$ cat src/rtl/div_arbiter_pkg.sv
// Shared types and constants for the divider arbiter slice.
// Macro DIV_ARB_ZERO_BYPASS_EN enables divide-by-zero bypass in div_arbiter.
package div_arb_pkg;

    typedef enum logic [1:0] {
        IDLE,
        START,
        WAIT,
        RESP
    } state_t;

    // Replicated to W bits to form the all-ones divide-by-zero quotient
    localparam logic DIV0_QUO_BIT = 1'b1;

endpackage

$ cat src/rtl/div_arbiter_rr_pick.sv
// Combinational round-robin selector: first set request at or above ptr, wrapping.
module rr_pick #(
    parameter int N  = 4,
    parameter int IW = 2
) (
    input  logic [N-1:0]  req,
    input  logic [IW-1:0] ptr,
    output logic [N-1:0]  win,
    output logic [IW-1:0] win_id,
    output logic          any
);

    logic [IW-1:0] w_idx;

    always_comb begin
        win_id = '0;
        any    = 1'b0;
        w_idx  = '0;
        for (int unsigned i = 0; i < N; i++) begin
            w_idx = IW'((32'(ptr) + i) % N);
            if (!any && req[w_idx]) begin
                any    = 1'b1;
                win_id = w_idx;
            end
        end
        win = any ? (N'(1) << win_id) : '0;
    end

endmodule

$ cat src/rtl/div_arbiter.sv
// Round-robin sequencer sharing one sequential divider among N requesters.
// Macro DIV_ARB_ZERO_BYPASS_EN: divisor 0 skips the divider and adds output err_div0.
module div_arbiter
    import div_arb_pkg::*;
#(
    parameter int N  = 4,
    parameter int W  = 32,
    parameter int IW = 2
) (
    input  logic           clk,
    input  logic           reset,
    input  logic [N-1:0]   req,
    input  logic [N*W-1:0] dvnd_in,
    input  logic [N*W-1:0] dvsr_in,
    output logic [N-1:0]   gnt,
    output logic [N-1:0]   resp_valid,
    output logic [W-1:0]   quo_out,
    output logic [W-1:0]   rmd_out,
    output logic [IW-1:0]  resp_id,
    output logic           busy,
    output logic           div_str_trg,
    output logic [W-1:0]   div_dvnd,
    output logic [W-1:0]   div_dvsr,
    input  logic           div_ready,
    input  logic           div_done_trg,
    input  logic [W-1:0]   div_quo,
    input  logic [W-1:0]   div_rmd
`ifdef DIV_ARB_ZERO_BYPASS_EN
    ,
    output logic           err_div0
`endif
);

    state_t        r_state;
    logic [IW-1:0] r_ptr;
    logic [IW-1:0] r_cur_id;
    logic [N-1:0]  r_gnt;
    logic [N-1:0]  r_resp_valid;
    logic [W-1:0]  r_quo;
    logic [W-1:0]  r_rmd;
    logic [IW-1:0] r_resp_id;
    logic [W-1:0]  r_div_dvnd;
    logic [W-1:0]  r_div_dvsr;

    logic [N-1:0]  w_win;
    logic [IW-1:0] w_win_id;
    logic          w_any;
    logic [IW-1:0] w_ptr_nxt;
    logic [W-1:0]  w_sel_dvnd;
    logic [W-1:0]  w_sel_dvsr;

    rr_pick #(
        .N  (N),
        .IW (IW)
    ) u_rr_pick (
        .req    (req),
        .ptr    (r_ptr),
        .win    (w_win),
        .win_id (w_win_id),
        .any    (w_any)
    );

    always_comb begin
        w_sel_dvnd = '0;
        w_sel_dvsr = '0;
        for (int unsigned i = 0; i < N; i++) begin
            if (w_win[i]) begin
                w_sel_dvnd = dvnd_in[i*W +: W];
                w_sel_dvsr = dvsr_in[i*W +: W];
            end
        end
    end

    assign w_ptr_nxt = (w_win_id == IW'(N - 1)) ? '0 : w_win_id + 1'b1;

`ifdef DIV_ARB_ZERO_BYPASS_EN
    logic r_err_div0;
    assign err_div0 = r_err_div0;
`endif

    always_ff @(posedge clk or posedge reset) begin
        if (reset) begin
            r_state      <= IDLE;
            r_ptr        <= '0;
            r_cur_id     <= '0;
            r_gnt        <= '0;
            r_resp_valid <= '0;
            r_quo        <= '0;
            r_rmd        <= '0;
            r_resp_id    <= '0;
            r_div_dvnd   <= '0;
            r_div_dvsr   <= '0;
`ifdef DIV_ARB_ZERO_BYPASS_EN
            r_err_div0   <= 1'b0;
`endif
        end else begin
            r_gnt        <= '0;
            r_resp_valid <= '0;
`ifdef DIV_ARB_ZERO_BYPASS_EN
            r_err_div0   <= 1'b0;
`endif
            case (r_state)
                IDLE: begin
                    if (w_any && div_ready) begin
                        r_gnt    <= w_win;
                        r_cur_id <= w_win_id;
                        r_ptr    <= w_ptr_nxt;
`ifdef DIV_ARB_ZERO_BYPASS_EN
                        // Zero divisor answers directly, grant and response land together
                        if (w_sel_dvsr == '0) begin
                            r_quo        <= {W{DIV0_QUO_BIT}};
                            r_rmd        <= w_sel_dvnd;
                            r_resp_id    <= w_win_id;
                            r_resp_valid <= w_win;
                            r_err_div0   <= 1'b1;
                            r_state      <= RESP;
                        end else begin
                            r_div_dvnd <= w_sel_dvnd;
                            r_div_dvsr <= w_sel_dvsr;
                            r_state    <= START;
                        end
`else
                        r_div_dvnd <= w_sel_dvnd;
                        r_div_dvsr <= w_sel_dvsr;
                        r_state    <= START;
`endif
                    end
                end
                START: r_state <= WAIT;
                WAIT: begin
                    if (div_done_trg) begin
                        r_quo        <= div_quo;
                        r_rmd        <= div_rmd;
                        r_resp_id    <= r_cur_id;
                        r_resp_valid <= N'(1) << r_cur_id;
                        r_state      <= RESP;
                    end
                end
                RESP:    r_state <= IDLE;
                default: r_state <= IDLE;
            endcase
        end
    end

    assign gnt         = r_gnt;
    assign resp_valid  = r_resp_valid;
    assign quo_out     = r_quo;
    assign rmd_out     = r_rmd;
    assign resp_id     = r_resp_id;
    assign div_dvnd    = r_div_dvnd;
    assign div_dvsr    = r_div_dvsr;
    assign busy        = (r_state != IDLE);
    assign div_str_trg = (r_state == START);

endmodule
$ cat config.mk
export PLATFORM = sky130hd
export DESIGN_NAME = div_arbiter
export DESIGN_NICKNAME = d
export VERILOG_FILES = /design/src/rtl/div_arbiter_pkg.sv /design/src/rtl/div_arbiter_rr_pick.sv /design/src/rtl/div_arbiter.sv
export SDC_FILE = /design/constraint.sdc
export NUM_CORES = 1
export LEC_CHECK = 0
export BUFFER_PORTS_ARGS = -buffer_cell sky130_fd_sc_hd__buf_2
export CORE_AREA = 2 2 184 186
export CTS_BUF_LIST = sky130_fd_sc_hd__clkbuf_4 sky130_fd_sc_hd__clkbuf_8 sky130_fd_sc_hd__clkbuf_16
export DETAILED_ROUTE_END_ITERATION = 8
export DIE_AREA = 0 0 186 188
export PLACE_DENSITY = 0.46
export SLEW_MARGIN = 10
export SYNTH_ARGS = -nofsm -noshare
export SYNTH_HDL_FRONTEND = slang
export SYNTH_HIERARCHICAL = 1
export SYNTH_SLANG_ARGS = --single-unit
$ cat constraint.sdc
create_clock -name clk -period 4.4 [get_ports clk]
set_input_delay 0.44 -clock clk [delete_from_list [all_inputs] [get_ports clk]]
set_output_delay 0.44 -clock clk [all_outputs]
set_load 0.05 [all_outputs]
==> flow_summary.toml, run 1 <==
[pwr]
p_per_area_nw_per_um2 = 837.0
p_int_mw = 4.403
power_switching_mw = 4.778
p_clk_frac = 0.167
switching_share = 0.5204
leakage_nw = 5.280
irDropWorstVdd_mv = 0.3821
power_mw = 9.181
p_comb_frac = 0.578
seqPwrFrac = 0.254

[detailed_routing]
via_per_inst = 4.600
drt_iter0_drc = 259
wirelength_um = 28960
dr_total_vias = 7715
dr.pass1.iters = 5
wl_per_cell_um = 17.27
drcViolationCount = 0
ant_nets = 0

[floorplan]
io_pins = 468
num_rows = 67
die_y_um = 188
initial_core_util = 0.2318
dieArea_sq_um = 34970
die_w_um = 186
core_sq_um = 33110

[yosys]
synth_cells = 793
yosys.cell_types.count = 32
synth_edf_count = 0
synth-seq-cells = 144
syn_area_per_cell_sq_um = 9.680
synthFlopType = "dfrtp_1"
synth_top_cell_area_share = 0.4694
synth_area_leaders = "dfrtp_1 47%, mux2_2 10%, a221o_1 8.3%"
synth_nets = 1125
async_reset_ff_frac = 1.000
yosysTopAreaCell = "dfrtp_1"
syn-cell-area_sq_um = 7676
ys_seq_area_frac = 0.4694
ys_warn_count = 6

[critical_path]
crit_path_start_kind = "flop"
max_stage_delay_ns = 0.65
r2r-start = "r_ptr[1]$_DFFE_PP0P_"
reg2reg_depth = 6
cp_slowest_cell = "o221a_4"
critPathBufInv = 1
cp_data_arrival_time_ns = 2.99
cp_common_cell = "a21oi_1"
worst-r2r-setup-slack_ns = 1.75
cp_max_fo = 54
timing.rr.end = "div_dvsr[16]$_DFFE_PP0P_"
required_ns = 4.74
crit_chain = "a21oi_1 > o221a_4 > buf_4 > a21oi_1 > a221o_1 > a31oi_1"
critPathTopFamily = "compound AO/OA/AOI/OAI gates"
worstSetupPathType = "flop to flop"
crit_path_end_kind = "flop"

[flow_run]
maxCapViolCount = 0

[sta]
setup_viol = 0
holdWs_ns = 0.09016
slew_headroom = 0.4821
final.setup.tns_ns = 0
drv_slew = 0
setup_ws_ns = 1.748
layout_min_cycle_time_ns = 2.652
hold_violations = 0
fin_skew_ns = 0.01065
worst_pin_slew_ns = 0.7769
layout_worst_path_cycle_share = 0.6028
grt_setup_unrepaired = "false"
max_freq_mhz = 377.0

[placement]
port-buffer-count = 467
hpwl_um = 21710
place_inst = 1644
place_congestion = 0.8553
post_dp_cell_area_sq_um = 10360
dp_slack_ns = 1.709

[cells_and_area]
fill_cells = 3505
layout_common_cells = "467 x buf_2, 144 x dfrtp_1, 71 x nor2_1"
syn2layout_area_growth_pct = 42.90
final_common_cell = "buf_2"
finalNonFillerCells = 1677
drive_gt1_frac = 0.4788
nets = 1547
fin_util = 0.3313
fin_area_sq_um = 10970

[grt]
antenna_found_initial = 4
grt_first_pass_wirelength_um = 42940
grt_start_max_net_pins = 86
grt_util_all_layers = 0.1602
grt_pass1_vias = 7582
gr-total-overflow = 0

[cts]
cts_tree = "done"
cts_buffer_depth = 2
cts.clk_slew.worst_paths_ns = 0.07
root_buffer = "clkbuf_16"
postCtsHoldBufs = 0
cts_max_level = 4
clock_latency_ns = 0.42
ctsResizeCount = 0
cts.sinks = 144
cts_buffers = 17
postCtsSetupRepairBufs = 0

[worst_hold_path]
hold_class = "input pin to asynchronous set/reset pin"

[status]
status = "finished, final reports clean"
worst max-delay path by stage:
stage	start	endpoint	slack, ns	cells past startpoint
2_1_floorplan	reset	div_dvnd[0]$_DFFE_PP0P_	0.09	1
3_3_place_gp	req[2]	div_dvsr[8]$_DFFE_PP0P_	1.80	7
3_5_place_dp	req[2]	div_dvsr[16]$_DFFE_PP0P_	1.71	7
4_1_cts	r_ptr[1]$_DFFE_PP0P_	div_dvsr[16]$_DFFE_PP0P_	1.76	6
5_1_grt	r_ptr[1]$_DFFE_PP0P_	div_dvsr[16]$_DFFE_PP0P_	1.60	6
6_report	r_ptr[1]$_DFFE_PP0P_	div_dvsr[16]$_DFFE_PP0P_	1.75	6
area by class of cell:
type,instances,area (sq um),area share
Inverter,71,271.5,0.02475
Clock buffer,18,439.2,0.04004
Multi-Input combinational cell,503,3467,0.3161
Tap cell,448,560.5,0.05110
Timing Repair Buffer,478,2457,0.2240
Sequential cell,144,3603,0.3285
Antenna cell,1,2.502,0.0002281
Clock inverter,14,167.7,0.01528
cells in the mapped netlist, types with 2 or more instances:
master	n
dfrtp_1	144
inv_1	71
nor2_1	71
a21oi_1	70
mux2_2	70
nand2_1	70
a221o_1	64
a31oi_1	64
nand3b_1	64
buf_2	32
clkbuf_1	31
buf_4	8
and2_1	6
ha_1	4
buf_6	3
o21ai_0	3
and3_1	2
o221a_2	2
power groups by stage:
stage / combinational (mW) / clock [mW] / sequential, mW
after floorplan: 1.88 / 0 / 4.51
after CTS: 5.37 / 1.59 / 2.34
final: 5.31 / 1.54 / 2.34
after global routing: 5.66 / 1.66 / 2.43
after detailed placement: 5.37 / 0 / 2.36
after global placement: 5.35 / 0 / 2.34
state kept, by name, summed over array words and instances (netlist names):
| register | cells |
|---|---|
| r_ptr | 2 |
| r_state | 2 |
| gnt | 4 |
| resp_valid | 4 |
| rmd_out | 32 |
| r_cur_id | 2 |
| div_dvsr | 32 |
| div_dvnd | 32 |
| quo_out | 32 |
| resp_id | 2 |
per-layer routing:
layer | GRT usage | vias up | share of wire
li1 | - | 3677 | -
met1 | 0.1900 | 3624 | 0.41
met2 | 0.2707 | 361 | 0.48
met3 | 0.04681 | 47 | 0.084
met4 | 0.06269 | 6 | 0.028
met5 | 0 | - | 0.0014
logic make-up after synthesis:
| family | Yosys count | share of synthesized area |
|---|---|---|
| and+or+nand+nor | 218 | 0.1425 |
| AOI/OAI and AO/OA | 210 | 0.1940 |
| buffers and inverters | 146 | 0.08362 |
| DFF | 144 | 0.4694 |
| muxes | 71 | 0.1040 |
| adders and majority gates | 4 | 0.006520 |
(Power assumes the default switching activity.)
==> run 2, diff against run 1 <==
- PLACE_DENSITY: 0.46 -> 0.45
- clock period: 4.4 -> 2.5 ns (I/O delays scaled with it)
==> flow_summary.toml, run 2 (synthesized netlist as in run 1, its figures left out) <==
[status]
status = "finished, final reports clean"

[grt]
gr-total-overflow = 0
grt_start_max_net_pins = 90
grt_pass1_vias = 7624
grt_first_pass_wirelength_um = 43630
grt_util_all_layers = 0.1645
antenna_found_initial = 10

[critical_path]
r2r-start = "r_ptr[1]$_DFFE_PP0P_"
required_ns = 2.84
startpoint = "r_ptr[1]$_DFFE_PP0P_"
crit_path_end_kind = "flop"
crit_path_start_kind = "flop"
cp_data_arrival_time_ns = 2.54
cp_max_fo = 48
worst-r2r-setup-slack_ns = 0.30
worstSetupPathType = "flop to flop"

[sta]
grt_setup_unrepaired = "false"
hold_violations = 0
worst_pin_slew_ns = 0.5707
drv_slew = 0
setup_viol = 0
final.setup.tns_ns = 0
slew_headroom = 0.6170
layout_min_cycle_time_ns = 2.201
max_freq_mhz = 454.4
setup_ws_ns = 0.2992
fin_skew_ns = 0.01463
layout_worst_path_cycle_share = 0.8803

[pwr]
leakage_nw = 5.325
power_mw = 16.22
power_switching_mw = 8.458
seqPwrFrac = 0.254
irDropWorstVdd_mv = 0.6607
p_int_mw = 7.766
p_per_area_nw_per_um2 = 1461
p_comb_frac = 0.585
switching_share = 0.5213
p_clk_frac = 0.161

[floorplan]
io_pins = 468
die_w_um = 186
initial_core_util = 0.2318
core_sq_um = 33110
dieArea_sq_um = 34970
num_rows = 67
die_y_um = 188

[cells_and_area]
multi_input_area_sq_um = 3467
drive_gt1_frac = 0.4801
final_common_cell = "buf_2"
syn2layout_area_growth_pct = 44.69
fin_area_sq_um = 11110
nets = 1552
layout_common_cells = "467 x buf_2, 144 x dfrtp_1, 71 x nor2_1"
final-seq-area_sq_um = 3603
fill_cells = 3545

[flow_run]
maxCapViolCount = 0

[worst_hold_path]
hold_class = "input pin to flop"
hp-start = "div_rmd[29]"

[detailed_routing]
dr_total_vias = 7721
ant_nets = 0
dr.pass1.iters = 4
wirelength_um = 29990
drcViolationCount = 0
drt_iter0_drc = 278
wl_per_cell_um = 17.79
via_per_inst = 4.579

[cts]
root_buffer = "clkbuf_16"
cts_buffer_depth = 2
cts.sinks = 144
ctsResizeCount = 0
cts.clk_slew.worst_paths_ns = 0.07
cts_tree = "done"
cts_buffers = 17
clock_latency_ns = 0.43
cts_max_level = 4

[placement]
hpwl_um = 22500
dp_slack_ns = 0.3204
place_congestion = 0.7975
post_dp_cell_area_sq_um = 10500
port-buffer-count = 467
==> run 2: changes by cell type in the layout (fill, tap and decap cells not counted), sizes merged <==
cell	change
diode	+4
inv	-2
dlygate4sd3	+1
buf	+4
clkinv	+3
bufinv	-1
==> run 2: worst max-delay path, cell delays in order (launching register included) <==
cell and delay (ns):
dfrtp_1 0.57, o2bb2ai_1 0.17, a22o_1 0.18, and2_2 0.19
buf_12 0.25, nand3b_1 0.12, a221o_1 0.41, a31oi_1 0.19
==> run 2: final cells by class <==
cell class / instances / area share
repair buffers: 483 / 0.2350
well taps: 448 / 0.05047
clock buffers: 18 / 0.03954
diodes: 5 / 0.001127
clock inverters: 14 / 0.01295
multi-input cells: 503 / 0.3122
flip-flops and latches: 144 / 0.3244
inverters: 71 / 0.02433
==> run 2: repair_timing <==
action,in CTS,in global routing
hold endpoints to repair,13,0
hold buffers,1,0
buffers inserted,0,0
==> run 2: worst paths after layout <==
kind | depth (start not counted) | endpoint
worst min-delay path | 2 | rmd_out[29]$_DFFE_PP0P_
worst max register to register | 7 | div_dvnd[2]$_DFFE_PP0P_
min in group asynchronous | 3 | rmd_out[28]$_DFFE_PP0P_
max in group asynchronous | 4 | div_dvsr[27]$_DFFE_PP0P_
worst min register to register | 2 | resp_id[0]$_DFFE_PP0P_
worst max-delay path | 7 | div_dvnd[2]$_DFFE_PP0P_
==> run 2: metrics by stage <==
| stage | hold WS (ns) | instances | util |
|---|---|---|---|
| after CTS | 0.03099 | 1681 | 0.3350 |
| final | 0.05655 | 1686 | 0.3354 |
| after floorplan | 0.4008 | 793 | - |
| after detailed placement | 0.2671 | 1648 | 0.3171 |
| after global routing | 0.03496 | 1684 | 0.3353 |
| after global placement | 0.2601 | 1648 | 0.3171 |
==> run 2: power groups by stage <==
stage          clock (mW)  sequential (mW)  combinational, mW
4_1_cts              2.72             4.14               9.63
3_3_place_gp            0             4.13               9.58
5_1_grt              2.82             4.28               10.1
3_5_place_dp            0             4.17               9.63
2_1_floorplan           0             7.94               3.30
6_report             2.61             4.12               9.50
==> run 2: layer usage <==
metal,track usage,vias to the layer above,part of all wire
met5,0,-,0.0023
met2,0.2907,328,0.50
li1,-,3692,-
met1,0.1829,3655,0.39
met3,0.05943,36,0.092
met4,0.04997,10,0.018
